`config.mk`:
```
export PLATFORM = sky130hd
export DESIGN_NAME = countdown_timer_core_flat
export DESIGN_NICKNAME = d
export VERILOG_FILES = /design/src/rtl/timer_pkg.sv /design/src/rtl/countdown_timer_core_if.sv /design/src/rtl/tick_prescaler.sv /design/src/rtl/countdown_timer_core.sv /design/src/flat_wrapper.sv
export SDC_FILE = /design/constraint.sdc
export NUM_CORES = 1
export LEC_CHECK = 0
export BUFFER_PORTS_ARGS = -buffer_cell sky130_fd_sc_hd__buf_2
export CAP_MARGIN = 10
export CORE_UTILIZATION = 66
export CTS_CLUSTER_SIZE = 25
export DETAILED_ROUTE_END_ITERATION = 8
export MAX_ROUTING_LAYER = met4
export PLACE_DENSITY = 0.86
export SLEW_MARGIN = 25
export SYNTH_ARGS = -nofsm -noshare
export SYNTH_HDL_FRONTEND = slang
export SYNTH_SLANG_ARGS = --single-unit
```
`constraint.sdc`:
```
create_clock -name CLK -period 6.2 [get_ports CLK]
set_clock_uncertainty 0.1 [all_clocks]
set_input_delay 0 -clock CLK [delete_from_list [all_inputs] [get_ports CLK]]
set_output_delay 0 -clock CLK [all_outputs]
set_load 0.01 [all_outputs]
```
`src/rtl/timer_pkg.sv`:
```
// Shared types and constants for the countdown timer: state encoding, BCD digit width and time payload.
package timer_pkg;

  localparam int unsigned STATE_W = 2;
  localparam int unsigned BCD_W   = 4;

  localparam logic [BCD_W-1:0] BCD_ZERO = BCD_W'(0);
  localparam logic [BCD_W-1:0] BCD_ONE  = BCD_W'(1);
  localparam logic [BCD_W-1:0] BCD_FIVE = BCD_W'(5);
  localparam logic [BCD_W-1:0] BCD_NINE = BCD_W'(9);

  typedef enum logic [STATE_W-1:0] {
    SETTING = 2'd0,
    RUNNING = 2'd1,
    PAUSED  = 2'd2,
    BEEPING = 2'd3
  } state_e;

  // mm:ss as four BCD digits, most significant first
  typedef struct packed {
    logic [BCD_W-1:0] tm;
    logic [BCD_W-1:0] m;
    logic [BCD_W-1:0] ts;
    logic [BCD_W-1:0] s;
  } bcd_time_t;

endpackage

```
`src/rtl/countdown_timer_core_if.sv`:
```
// Button pulses in, BCD display / status out, between the debouncers and the display/alarm blocks.
interface countdown_timer_core_if;
  import timer_pkg::*;

  logic               up_p;
  logic               dn_p;
  logic               cancel_p;
  logic               start_stop_p;
  logic [BCD_W-1:0]   secs;
  logic [BCD_W-1:0]   ten_secs;
  logic [BCD_W-1:0]   mins;
  logic [BCD_W-1:0]   ten_mins;
  logic [STATE_W-1:0] state_o;
  logic               alarm_on;
  logic               tick_o;

  modport master (
    output up_p, dn_p, cancel_p, start_stop_p,
    input  secs, ten_secs, mins, ten_mins, state_o, alarm_on, tick_o
  );

  modport slave (
    input  up_p, dn_p, cancel_p, start_stop_p,
    output secs, ten_secs, mins, ten_mins, state_o, alarm_on, tick_o
  );

endinterface

```
`src/rtl/tick_prescaler.sv`:
```
// One-second prescaler: counts 0..TICK_DIV-1 while enabled, holds otherwise; sync clear has priority.
module tick_prescaler #(
  parameter int unsigned TICK_DIV = 12000000
) (
  input  logic CLK,
  input  logic RST_N,
  input  logic en_i,
  input  logic clr_i,
  output logic tick_c_o
);

  localparam int unsigned CNT_W = (TICK_DIV > 2) ? $clog2(TICK_DIV) : 1;
  localparam logic [CNT_W-1:0] CNT_LAST = CNT_W'(TICK_DIV - 1);

  logic [CNT_W-1:0] cnt_q, cnt_d;

  // Tick is combinational so the owning FSM can act on the wrap edge itself
  assign tick_c_o = en_i && (cnt_q == CNT_LAST);

  always_comb begin
    cnt_d = cnt_q;
    if (clr_i) begin
      cnt_d = '0;
    end else if (en_i) begin
      cnt_d = (cnt_q == CNT_LAST) ? '0 : cnt_q + CNT_W'(1);
    end
  end

  always_ff @(posedge CLK or negedge RST_N) begin
    if (!RST_N) cnt_q <= '0;
    else        cnt_q <= cnt_d;
  end

endmodule

```
`src/rtl/countdown_timer_core.sv`:
```
// Kitchen-timer controller: BCD mm:ss countdown with set/run/pause/alarm states.
// Define TIMER_AUTORELOAD_EN to restart the countdown from BEEPING instead of returning to SETTING.
module countdown_timer_core
  import timer_pkg::*;
#(
  parameter int unsigned TICK_DIV   = 12000000,
  parameter int unsigned MAX_MINS   = 99,
  parameter int unsigned DEF_MINS   = 1,
  parameter int unsigned ALARM_SECS = 30
) (
  input logic                   CLK,
  input logic                   RST_N,
  countdown_timer_core_if.slave bus
);

  localparam int unsigned ACNT_W = (ALARM_SECS > 2) ? $clog2(ALARM_SECS) : 1;
  localparam logic [BCD_W-1:0] MAX_TM = BCD_W'(MAX_MINS / 10);
  localparam logic [BCD_W-1:0] MAX_M  = BCD_W'(MAX_MINS % 10);
  localparam logic [BCD_W-1:0] DEF_TM = BCD_W'(DEF_MINS / 10);
  localparam logic [BCD_W-1:0] DEF_M  = BCD_W'(DEF_MINS % 10);

  state_e              state_q, state_d;
  bcd_time_t           time_q, time_d;
  logic [2*BCD_W-1:0]  stored_q, stored_d;
  logic                alarm_q, alarm_d;
  logic                tick_q, tick_d;
  logic [ACNT_W-1:0]   acnt_q, acnt_d;

  logic                pre_en_c, pre_clr_c, tick_c, final_c, timeout_c;
  bcd_time_t           dec_c, reload_c;
  logic [2*BCD_W-1:0]  inc_min_c, dec_min_c;

  tick_prescaler #(.TICK_DIV(TICK_DIV)) u_prescaler (
    .CLK      (CLK),
    .RST_N    (RST_N),
    .en_i     (pre_en_c),
    .clr_i    (pre_clr_c),
    .tick_c_o (tick_c)
  );

  assign pre_en_c  = (state_q == RUNNING) || (state_q == BEEPING);
  assign reload_c  = {stored_q, BCD_ZERO, BCD_ZERO};
  assign timeout_c = (ALARM_SECS != 0) && tick_c && (acnt_q == ACNT_W'(ALARM_SECS - 1));

  // One-second BCD borrow chain
  always_comb begin
    dec_c = time_q;
    if (time_q.s != BCD_ZERO) begin
      dec_c.s = time_q.s - BCD_ONE;
    end else begin
      dec_c.s = BCD_NINE;
      if (time_q.ts != BCD_ZERO) begin
        dec_c.ts = time_q.ts - BCD_ONE;
      end else begin
        dec_c.ts = BCD_FIVE;
        if (time_q.m != BCD_ZERO) begin
          dec_c.m = time_q.m - BCD_ONE;
        end else begin
          dec_c.m  = BCD_NINE;
          dec_c.tm = time_q.tm - BCD_ONE;
        end
      end
    end
    final_c = (dec_c == '0);
  end

  // Minute setting with wrap between 1 and MAX_MINS, kept in BCD throughout
  always_comb begin
    inc_min_c = {time_q.tm, time_q.m};
    dec_min_c = {time_q.tm, time_q.m};
    if ({time_q.tm, time_q.m} == {MAX_TM, MAX_M}) inc_min_c = {BCD_ZERO, BCD_ONE};
    else if (time_q.m == BCD_NINE)                inc_min_c = {time_q.tm + BCD_ONE, BCD_ZERO};
    else                                          inc_min_c = {time_q.tm, time_q.m + BCD_ONE};
    if ({time_q.tm, time_q.m} == {BCD_ZERO, BCD_ONE}) dec_min_c = {MAX_TM, MAX_M};
    else if (time_q.m == BCD_ZERO)                    dec_min_c = {time_q.tm - BCD_ONE, BCD_NINE};
    else                                              dec_min_c = {time_q.tm, time_q.m - BCD_ONE};
  end

  always_comb begin
    state_d   = state_q;
    time_d    = time_q;
    stored_d  = stored_q;
    alarm_d   = alarm_q;
    acnt_d    = acnt_q;
    tick_d    = 1'b0;
    pre_clr_c = 1'b0;
    unique case (state_q)
      SETTING: begin
        if (bus.start_stop_p) begin
          stored_d  = {time_q.tm, time_q.m};
          pre_clr_c = 1'b1;
          state_d   = RUNNING;
        end else if (bus.up_p && !bus.dn_p) begin
          time_d = {inc_min_c, BCD_ZERO, BCD_ZERO};
        end else if (bus.dn_p && !bus.up_p) begin
          time_d = {dec_min_c, BCD_ZERO, BCD_ZERO};
        end
      end
      RUNNING: begin
        tick_d = tick_c;
        // The tick reaching 00:00 outranks any coincident button
        if (tick_c && final_c) begin
          time_d    = '0;
          alarm_d   = 1'b1;
          acnt_d    = '0;
          pre_clr_c = 1'b1;
          state_d   = BEEPING;
        end else if (bus.cancel_p) begin
          time_d  = reload_c;
          state_d = SETTING;
        end else begin
          if (tick_c)            time_d  = dec_c;
          if (bus.start_stop_p)  state_d = PAUSED;
        end
      end
      PAUSED: begin
        if (bus.cancel_p) begin
          time_d  = reload_c;
          state_d = SETTING;
        end else if (bus.start_stop_p) begin
          state_d = RUNNING;
        end
      end
      BEEPING: begin
        if (tick_c) acnt_d = acnt_q + ACNT_W'(1);
        if (bus.cancel_p) begin
          time_d  = reload_c;
          alarm_d = 1'b0;
          acnt_d  = '0;
          state_d = SETTING;
        end else if (bus.start_stop_p || timeout_c) begin
          time_d  = reload_c;
          alarm_d = 1'b0;
          acnt_d  = '0;
`ifdef TIMER_AUTORELOAD_EN
          pre_clr_c = 1'b1;
          state_d   = RUNNING;
`else
          state_d   = SETTING;
`endif
        end
      end
      default: state_d = SETTING;
    endcase
  end

  always_ff @(posedge CLK or negedge RST_N) begin
    if (!RST_N) begin
      state_q  <= SETTING;
      time_q   <= {DEF_TM, DEF_M, BCD_ZERO, BCD_ZERO};
      stored_q <= {DEF_TM, DEF_M};
      alarm_q  <= 1'b0;
      tick_q   <= 1'b0;
      acnt_q   <= '0;
    end else begin
      state_q  <= state_d;
      time_q   <= time_d;
      stored_q <= stored_d;
      alarm_q  <= alarm_d;
      tick_q   <= tick_d;
      acnt_q   <= acnt_d;
    end
  end

  assign bus.secs     = time_q.s;
  assign bus.ten_secs = time_q.ts;
  assign bus.mins     = time_q.m;
  assign bus.ten_mins = time_q.tm;
  assign bus.state_o  = state_q;
  assign bus.alarm_on = alarm_q;
  assign bus.tick_o   = tick_q;

endmodule
```
`src/flat_wrapper.sv`:
```
// flat-port wrapper written by rule: the top's interface ports become plain ports
module countdown_timer_core_flat import timer_pkg::*;
#(
  parameter int unsigned TICK_DIV   = 12000000,
  parameter int unsigned MAX_MINS   = 99,
  parameter int unsigned DEF_MINS   = 1,
  parameter int unsigned ALARM_SECS = 30
)
  (CLK, RST_N, bus_up_p, bus_dn_p, bus_cancel_p, bus_start_stop_p, bus_secs, bus_ten_secs, bus_mins, bus_ten_mins, bus_state_o, bus_alarm_on, bus_tick_o);
  countdown_timer_core_if bus_i ();
  input logic CLK;
  input logic RST_N;
  input wire logic [$bits(bus_i.up_p)-1:0] bus_up_p;
  input wire logic [$bits(bus_i.dn_p)-1:0] bus_dn_p;
  input wire logic [$bits(bus_i.cancel_p)-1:0] bus_cancel_p;
  input wire logic [$bits(bus_i.start_stop_p)-1:0] bus_start_stop_p;
  output wire logic [$bits(bus_i.secs)-1:0] bus_secs;
  output wire logic [$bits(bus_i.ten_secs)-1:0] bus_ten_secs;
  output wire logic [$bits(bus_i.mins)-1:0] bus_mins;
  output wire logic [$bits(bus_i.ten_mins)-1:0] bus_ten_mins;
  output wire logic [$bits(bus_i.state_o)-1:0] bus_state_o;
  output wire logic [$bits(bus_i.alarm_on)-1:0] bus_alarm_on;
  output wire logic [$bits(bus_i.tick_o)-1:0] bus_tick_o;
  assign bus_i.up_p = bus_up_p;
  assign bus_i.dn_p = bus_dn_p;
  assign bus_i.cancel_p = bus_cancel_p;
  assign bus_i.start_stop_p = bus_start_stop_p;
  assign bus_secs = bus_i.secs;
  assign bus_ten_secs = bus_i.ten_secs;
  assign bus_mins = bus_i.mins;
  assign bus_ten_mins = bus_i.ten_mins;
  assign bus_state_o = bus_i.state_o;
  assign bus_alarm_on = bus_i.alarm_on;
  assign bus_tick_o = bus_i.tick_o;
  countdown_timer_core #(.TICK_DIV(TICK_DIV), .MAX_MINS(MAX_MINS), .DEF_MINS(DEF_MINS), .ALARM_SECS(ALARM_SECS)) u_core (.CLK(CLK), .RST_N(RST_N), .bus(bus_i));
endmodule
```
==> impl_results.md <==
* Status: completed
* Worst-skew pair later-pin latency at 0.35 ns
* Final WL at 8940 um
* RSZ-0062 raised after global routing: no
* Hold Crit Class: primary input to flip-flop
* Gr ovfl total at 0
* Boundary Pins at 26
* Worst-path clk slew at 0.06 ns
* Crit path launch type: flip-flop
* Antenna diode count at 0
* Register bit total from synthesis at 57
* Initial antenna violation count at 0
* Max-slew headroom at 0.339
* Top Usage Layer GRT: met2
* CTS Buf Count at 9
* DRC at 0
* First-pass GRT wire length at 15,200 um
* M3 GR Usage at 0.0607
* First-pass DRT Iterations at 6
* Initial Utilization at 0.704
* Clk sinks at 57
* Leakage at 0.00180 uW
* Initial drt markers at 378
* Gp weighted congestion at 0.934
* GR Util met2 at 0.506
* Worst-Margin Slew at 0.991 ns
* CP Class: flip-flop to flip-flop
* Fraction of layout cells with a size suffix above 1 at 0.155
* FP Rows at 26
* Vias in the first global route at 3,238
* Die ar. at 0.00592 mm2
* Die Width at 77.0 um
* Nets at 466
* Syn_nets at 443
* Post-Syn Instances at 426
* Pwr dens at 402 mW/mm2
* Dpl hpwl at 6000 um
* Worst Path Required at 6.35 ns
* Highest-count cells in the layout ignoring fill and taps: 56 x nor2_1, 55 x dfrtp_1, 45 x nand2_1, 32 x o21ai_0, 25 x buf_2
* Max Buffers Root-to-Sink at 2
* Syn. warnings at 0
* R2R cell count at 11
* Final core utilization at 0.767
* Resized cells post-CTS at 0
* Fin. Hold Viols at 0
* Register area share after synthesis at 0.385
* Most common cell after layout, fill and taps aside: nor2_1
* Post-synth EDFFs at 0
* Via count at 3,447
* Fill count at 386
* DIE HEIGHT at 77.0 um
* Crit path capture type: flip-flop
* Clock Tree Root: clkbuf_8
* Setup TNS at 0 ns
* Final antenna-violating net count at 0
* Global Route met1 Usage at 0.453
* DR WL/cell at 17.1 um
* Via density at 6.59
* H-tree Lvls at 3
* Largest net degree at the start of global routing at 58
* CP arrival at 3.55 ns
* Hold Crit Depth at 5
* Gr usage total at 0.338
* Area of the mapped netlist at 0.00371 mm2
* Post-synthesis async set-or-reset flop share at 1.00
* Final period util at 0.548
* CP max FO at 13
* Pins Over Slew Limit at 0
* Area Growth Syn to Fin at 8.97%
* Min Tclk post-route at 3.40 ns
* Core ar. at 0.00527 mm2
* Yosys cell types at 67
* Setup violators final at 0
* CTS tree: done
* Post-synth top flop: dfrtp_1
* VDD IR max at 333 uV
* Avg Synthesized Cell Area at 8.71 um2
* Max cap viols at 0
* Peak Freq at 294 MHz
* Number of port buffers at 25
## sequential cells by signal, summed over array words and instances (netlist names)
register,flops
u_core.acnt_q,5
u_core.bus.alarm_on,1
u_core.bus.mins,4
u_core.bus.secs,4
u_core.bus.state_o,2
u_core.bus.ten_mins,4
u_core.bus.ten_secs,4
u_core.bus.tick_o,1
u_core.stored_q,8
u_core.u_prescaler.cnt_q,24
## layout make-up
type / instances / area, um2 / share of cell area
well taps: 70 / 87.6 / 0.0217
clock buffers: 12 / 145 / 0.0359
flip-flops and latches: 57 / 1430 / 0.354
inverters: 12 / 45.0 / 0.0111
multi-input cells: 339 / 2150 / 0.532
clock inverters: 3 / 17.5 / 0.00433
repair buffers: 30 / 168 / 0.0415
## worst max-delay path, stage by stage (launching register included)
cell and delay, ns:
dfstp_2 0.66, inv_1 0.08, ha_1 0.29, nand2_2 0.14, inv_1 0.11, ha_1 0.31
and4b_1 0.18, mux2i_1 0.17, nor2b_1 0.12, a311oi_4 0.70, nand3_1 0.23, o21ai_0 0.22
## cell usage after synthesis (9+ instances only)
cell type | number | share of area
clkbuf_1 | 9 | 0.0091
nor3_1 | 11 | 0.015
inv_1 | 12 | 0.012
dfrtp_1 | 55 | 0.37
nand2_1 | 45 | 0.046
and3_1 | 10 | 0.017
nor2_1 | 56 | 0.057
nand4_1 | 14 | 0.024
o21ai_0 | 32 | 0.043
xor2_1 | 14 | 0.033
nand3_1 | 11 | 0.015
ha_1 | 11 | 0.037
a21oi_1 | 24 | 0.032
mux2_2 | 9 | 0.027
## final timing paths
path / from / endpoint / slack, ns
max: u_core.bus.mins[0]$_DFFE_PN1P_ / u_core.bus.secs[0]$_DFFE_PN0P_ / 2.80
min: bus_cancel_p / u_core.bus.mins[0]$_DFFE_PN1P_ / 0.10
max reg2reg: u_core.bus.mins[0]$_DFFE_PN1P_ / u_core.bus.secs[0]$_DFFE_PN0P_ / 2.80
min reg2reg: u_core.bus.alarm_on$_DFFE_PN0P_ / u_core.bus.alarm_on$_DFFE_PN0P_ / 0.40
max in group asynchronous: RST_N / u_core.bus.mins[2]$_DFFE_PN0P_ / 5.30
min in group asynchronous: RST_N / u_core.stored_q[6]$_DFFE_PN0P_ / 0.22
## power by group
| group | total (uW) | internal [uW] | leakage, uW | switching, uW |
|---|---|---|---|---|
| Clock | 300 | 152 | 0.0000822 | 147 |
| Combinational | 699 | 292 | 0.000969 | 406 |
| Sequential | 627 | 455 | 0.000748 | 171 |
## repair_timing
action | in CTS | in global routing
hold buffers | 2 | 0
buffers inserted | 0 | 0
endpoints found under the hold margin | 57 | 0
## through the flow
stage          hold slack (ns)  instances  total power (uW)  worst slack [ns]  area [um2]
6_report                 0.102        523              1620              2.80        4040
5_1_grt                  0.171        523              1740              2.55        4040
4_1_cts                 0.0922        523              1610              2.86        4040
3_5_place_dp            0.0886        506              1310              2.89        3860
3_3_place_gp            0.0722        506              1280              3.08        3860
2_1_floorplan           -0.396        426              1120              3.23        3710
## kinds of logic after synthesis
group | count (synthesis) | share of synthesized area
simple gates | 194 | 0.272
compound gates | 99 | 0.181
flops | 57 | 0.385
buf+inv | 30 | 0.0351
xor+xnor | 22 | 0.0520
mux | 13 | 0.0381
fa+ha+maj | 11 | 0.0371
## routing by layer
layer,up-vias,share of wire
li1,1601,-
met4,0,0.021
met1,1646,0.44
met3,30,0.079
met5,-,0
met2,170,0.46
(Power assumes the default switching activity.)
